--- config.mk ---
export PLATFORM = sky130hd
export DESIGN_NAME = mem_port_arbiter
export DESIGN_NICKNAME = d
export VERILOG_FILES = /design/src/rtl/mem_port_arbiter.sv
export SDC_FILE = /design/constraint.sdc
export NUM_CORES = 1
export LEC_CHECK = 0
export BUFFER_PORTS_ARGS = -buffer_cell sky130_fd_sc_hd__buf_4
export CORE_MARGIN = 2
export CORE_UTILIZATION = 29
export CTS_CLUSTER_DIAMETER = 50
export CTS_CLUSTER_SIZE = 14
export DETAILED_ROUTE_END_ITERATION = 8
export HOLD_SLACK_MARGIN = 0.08
export PLACE_DENSITY_LB_ADDON = 0.25
export SLEW_MARGIN = 30
export SYNTH_ARGS = -nofsm -noshare
export SYNTH_HDL_FRONTEND = slang
export SYNTH_SLANG_ARGS = --single-unit
--- constraint.sdc ---
create_clock -name clk -period 2.74 [get_ports clk]
set_input_delay 0.137 -clock clk [delete_from_list [all_inputs] [get_ports clk]]
set_output_delay 0.137 -clock clk [all_outputs]
set_load 0.01 [all_outputs]
--- src/rtl/mem_port_arbiter.sv ---
// Two-port memory arbiter: instruction fetch (IF) and load/store (LS) share one memory port.
// Round-robin on ties, registered memory request, and a wait-state timeout that aborts with an error.
module mem_port_arbiter #(
  parameter int ADDR_W  = 32,
  parameter int DATA_W  = 32,
  parameter int TIMEOUT = 16
) (
  input  logic                clk,
  input  logic                rst,
  input  logic                if_req,
  input  logic [ADDR_W-1:0]   if_addr,
  output logic                if_ack,
  output logic [DATA_W-1:0]   if_rdata,
  output logic                if_err,
  input  logic                ls_req,
  input  logic                ls_we,
  input  logic [ADDR_W-1:0]   ls_addr,
  input  logic [DATA_W-1:0]   ls_wdata,
  input  logic [DATA_W/8-1:0] ls_be,
  output logic                ls_ack,
  output logic [DATA_W-1:0]   ls_rdata,
  output logic                ls_err,
  output logic                mem_req,
  output logic                mem_we,
  output logic [ADDR_W-1:0]   mem_addr,
  output logic [DATA_W-1:0]   mem_wdata,
  output logic [DATA_W/8-1:0] mem_be,
  input  logic [DATA_W-1:0]   mem_rdata,
  input  logic                mem_ready
);

  // state   | meaning
  // IDLE    | no transaction outstanding, arbitrate eligible requests
  // BUSY_IF | fetch on the memory port, waiting for mem_ready or timeout
  // BUSY_LS | load/store on the memory port, waiting for mem_ready or timeout
  typedef enum logic [1:0] {IDLE, BUSY_IF, BUSY_LS} state_t;

  localparam logic [7:0] WAIT_LAST = 8'(TIMEOUT - 1);
  localparam logic       GRANT_IF  = 1'b0;
  localparam logic       GRANT_LS  = 1'b1;

  state_t     state;
  logic       last_grant;
  logic [7:0] wait_cnt;
  logic       if_elig;
  logic       ls_elig;
  logic       pick_ls;

  // A requester being acked this cycle is still holding req and must not win again.
  assign if_elig = if_req & ~if_ack;
  assign ls_elig = ls_req & ~ls_ack;
  assign pick_ls = ls_elig & (~if_elig | (last_grant == GRANT_IF));

  always_ff @(posedge clk or negedge rst) begin
    if (!rst) begin
      state      <= IDLE;
      last_grant <= GRANT_IF;
      wait_cnt   <= '0;
      mem_req    <= 1'b0;
      mem_we     <= 1'b0;
      mem_addr   <= '0;
      mem_wdata  <= '0;
      mem_be     <= '0;
      if_ack     <= 1'b0;
      if_err     <= 1'b0;
      if_rdata   <= '0;
      ls_ack     <= 1'b0;
      ls_err     <= 1'b0;
      ls_rdata   <= '0;
    end else begin
      if_ack <= 1'b0;
      ls_ack <= 1'b0;
      case (state)
        IDLE: begin
          if (pick_ls) begin
            mem_req    <= 1'b1;
            mem_we     <= ls_we;
            mem_addr   <= ls_addr;
            mem_wdata  <= ls_wdata;
            mem_be     <= ls_be;
            wait_cnt   <= '0;
            last_grant <= GRANT_LS;
            state      <= BUSY_LS;
          end else if (if_elig) begin
            mem_req    <= 1'b1;
            mem_we     <= 1'b0;
            mem_addr   <= if_addr;
            mem_wdata  <= '0;
            mem_be     <= '1;
            wait_cnt   <= '0;
            last_grant <= GRANT_IF;
            state      <= BUSY_IF;
          end
        end
        BUSY_IF: begin
          if (mem_ready) begin
            mem_req  <= 1'b0;
            if_ack   <= 1'b1;
            if_err   <= 1'b0;
            if_rdata <= mem_rdata;
            state    <= IDLE;
          end else if (wait_cnt == WAIT_LAST) begin
            mem_req  <= 1'b0;
            if_ack   <= 1'b1;
            if_err   <= 1'b1;
            if_rdata <= '0;
            state    <= IDLE;
          end else begin
            wait_cnt <= wait_cnt + 8'd1;
          end
        end
        BUSY_LS: begin
          if (mem_ready) begin
            mem_req <= 1'b0;
            ls_ack  <= 1'b1;
            ls_err  <= 1'b0;
            if (!mem_we) ls_rdata <= mem_rdata;
            state   <= IDLE;
          end else if (wait_cnt == WAIT_LAST) begin
            mem_req  <= 1'b0;
            ls_ack   <= 1'b1;
            ls_err   <= 1'b1;
            ls_rdata <= '0;
            state    <= IDLE;
          end else begin
            wait_cnt <= wait_cnt + 8'd1;
          end
        end
        default: state <= IDLE;
      endcase
    end
  end

endmodule

==> impl_metrics.ini <==
[grt]
antenna_found_initial = 1
grt_use_total_pct = 16.43
grt_max_degree = 65
gr-total-overflow = 0
first_global_vias = 5601
grt_pass1_wl_um = 29090

[drt]
highest_layer = met4
ant_nets = 0
drt_iter0_markers = 173
viasPerCell = 4.581
totalWireLength_um = 18830
wl_met2_um = 8647
vias = 5557
met3_length_um = 1440
drc = 0
m1WireLength_um = 8439
wl_per_cell_um = 15.52
dr.pass1.iters = 4

[critical_path]
cp.depth = 6
cp_num_buf_inv = 1
required_ps = 3030
worst_path_max_delay_cell = a21boi_1
critical_path.max_stage_delay_ps = 470
reg2reg_slack_ps = 400
cpLargestDelayFamily = compound AO/OA/AOI/OAI gates
cp_cell_sequence = inv_1 > ha_1 > nor2b_1 > a21boi_1 > o21ai_1 > a221o_1
reg2reg_from = state[0]
arrival_ps = 2630
r2r-end = wait_cnt[5]
path_class = reg2reg
worstSetupStartpoint = state[0]
crit_path_end_kind = register
rr_worst_depth = 6
cp-endpoint = wait_cnt[5]
cp-start-kind = register
crit_fanout = 7

[pwr]
pwr-share-comb_pct = 42.3
ir_worst_vdd_mv = 0.3783
p_leak_nw = 5.375
power.switching_mw = 3.756
pwr-share-clk_pct = 23.1
power.share.sequential_pct = 34.5
p_sw_share_pct = 35.10
p_per_area_nw_per_um2 = 1015
internal-power_mw = 6.946

[clock_tree]
clock-sinks = 149
clk_latency_ps = 420
cts_tree = built
root_buffer = clkbuf_16
clockBufferDepth = 2
cts-buffers-inserted = 17
postCtsSetupRepairBufs = 0
htreeDepth = 4
path_clk_slew_ps = 60

[synth]
synth-main-ff-cell = dfrtp_1
synthesis.nets = 666
synthAdderAreaFrac_pct = 1.009
synth_top_family_by_area = compound AO/OA/AOI/OAI gates
synthXorXnorAreaFrac_pct = 0
syn-cell-area_um2 = 6197
synth_edf_count = 0
syn-mean-instance-area_um2 = 11.85
synth_mux_area_share_pct = 10.78
yosys.area_share.simple_pct = 7.874
synth_seq_cells = 149
synth_compound_area_share_pct = 15.67
ys_seq_area_share_pct = 60.17
synth_warnings = 0
synthCells = 523
synth.distinct_cells = 41
async_flop_share_pct = 100.0

[die]
dieArea_um2 = 22560
rows = 53
die_y_um = 150.2
core_um2 = 21020
pin_count = 276
die_w_um = 150.2
start_util_pct = 29.48

[timing]
fmax_ghz = 0.4280
fin_worst_skew_ps = 10.76
maxSlewViolCount = 0
tns_ps = 0
rsz0062_at_grt = false
holdWs_ps = 96.51
finalHoldViolations = 0
slew-limit-headroom_pct = 57.76
finalCriticalPeriod_ps = 2337
worst_slew_pin_slew_ps = 631.2
setup_viol = 0
post-route-period-util_pct = 85.28

[finish]
nNetsFinal = 1067
final_common_cell = buf_4
layout_common_cells = 279 x buf_4, 149 x dfrtp_1, 132 x dlygate4sd3_1
drive_gt1_share_pct = 35.01
syn_to_final_growth_pct = 70.08

[hold_path]
worst_hold_path_type = in2reg

[run_status]
status = finished clean

[placed_design]
hpwl_um = 12520
gp_congestion = 0.8260
io_buffer_count = 275

[job]
cap_violations = 0
power groups by stage:
stage / clock network (mW) / registers [mW] / logic, mW
final: 2.48 / 3.69 / 4.53
after global routing: 2.64 / 3.81 / 4.95
after CTS: 2.55 / 3.69 / 4.57
after detailed placement: 0 / 3.71 / 4.35
after global placement: 0 / 3.71 / 4.29
after floorplan: 0 / 4.05 / 1.79
state kept, by name (all words and copies together), names as in the netlist, 2 cells and up:
name	count
ls_rdata	32
mem_addr	32
state	2
wait_cnt	8
if_rdata	32
mem_wdata	32
mem_be	4
layout make-up:
| type | instances | area [um^2] |
|---|---|---|
| Fill cell | 1881 | 10480 |
| Sequential cell | 149 | 3729 |
| Timing Repair Buffer | 415 | 3487 |
| Multi-Input combinational cell | 305 | 2217 |
| Clock buffer | 20 | 456.7 |
| Tap cell | 275 | 344.1 |
| Clock inverter | 12 | 168.9 |
| Inverter | 36 | 135.1 |
| Antenna cell | 1 | 2.502 |
metal layers:
metal	up-vias	track usage [%]
met3	21	4.758
met4	0	5.472
li1	2662	-
met1	2635	21.31
met2	239	26.39
met5	-	0
cells by family after synthesis:
family	after synthesis
AO/OA/AOI/OAI	129
adder cells (fa/ha/maj)	5
buffers and inverters	69
flip-flops	149
multiplexers	65
AND/OR/NAND/NOR	106
worst min path at each step:
| stage | from | endpoint | slack (ps) | cells past startpoint |
|---|---|---|---|---|
| finish | mem_rdata[31] | if_rdata[31] | 100 | 3 |
| global route | mem_rdata[31] | if_rdata[31] | 110 | 3 |
| CTS | mem_rdata[31] | if_rdata[31] | 80 | 3 |
| detailed placement | rst | if_rdata[1] | 160 | 1 |
| global placement | rst | if_rdata[0] | 150 | 1 |
| floorplan | rst | if_ack | -160 | 0 |
what timing repair did:
action | in CTS | in global routing
endpoints found under the hold margin | 186 | 0
gates resized for setup | 0 | 0
hold buffers | 132 | 0
synthesized netlist by cell type (all sizes together), types with 5 or more instances:
cell type	n	share of area (%)
clkbuf	21	1.3
inv	36	2.2
mux2i	60	9.7
ha	5	1.0
dfrtp	149	60
o2bb2ai	27	3.8
buf	12	1.0
and2	9	0.91
a22o	41	5.8
nand3	5	0.40
nand2	68	4.1
mux2	5	1.1
o21ai	39	3.3
tightest hold or removal path, cell delays in order:
cell and delay [ps]:
buf_4 80, and2_1 130, a22o_1 130
through the flow:
step	cells	util (%)	cell area [um^2]	total power [mW]	setup WS, ps
2_1_floorplan	523	-	6197	5.849	788.7
3_3_place_gp	1048	40.87	8591	7.995	518.4
3_5_place_dp	1048	40.87	8591	8.059	401.8
4_1_cts	1212	50.13	10540	10.81	392.6
5_1_grt	1213	50.14	10540	11.40	268.1
6_report	1213	50.14	10540	10.70	403.4
No activity file was read; power rests on OpenSTA's default activity.
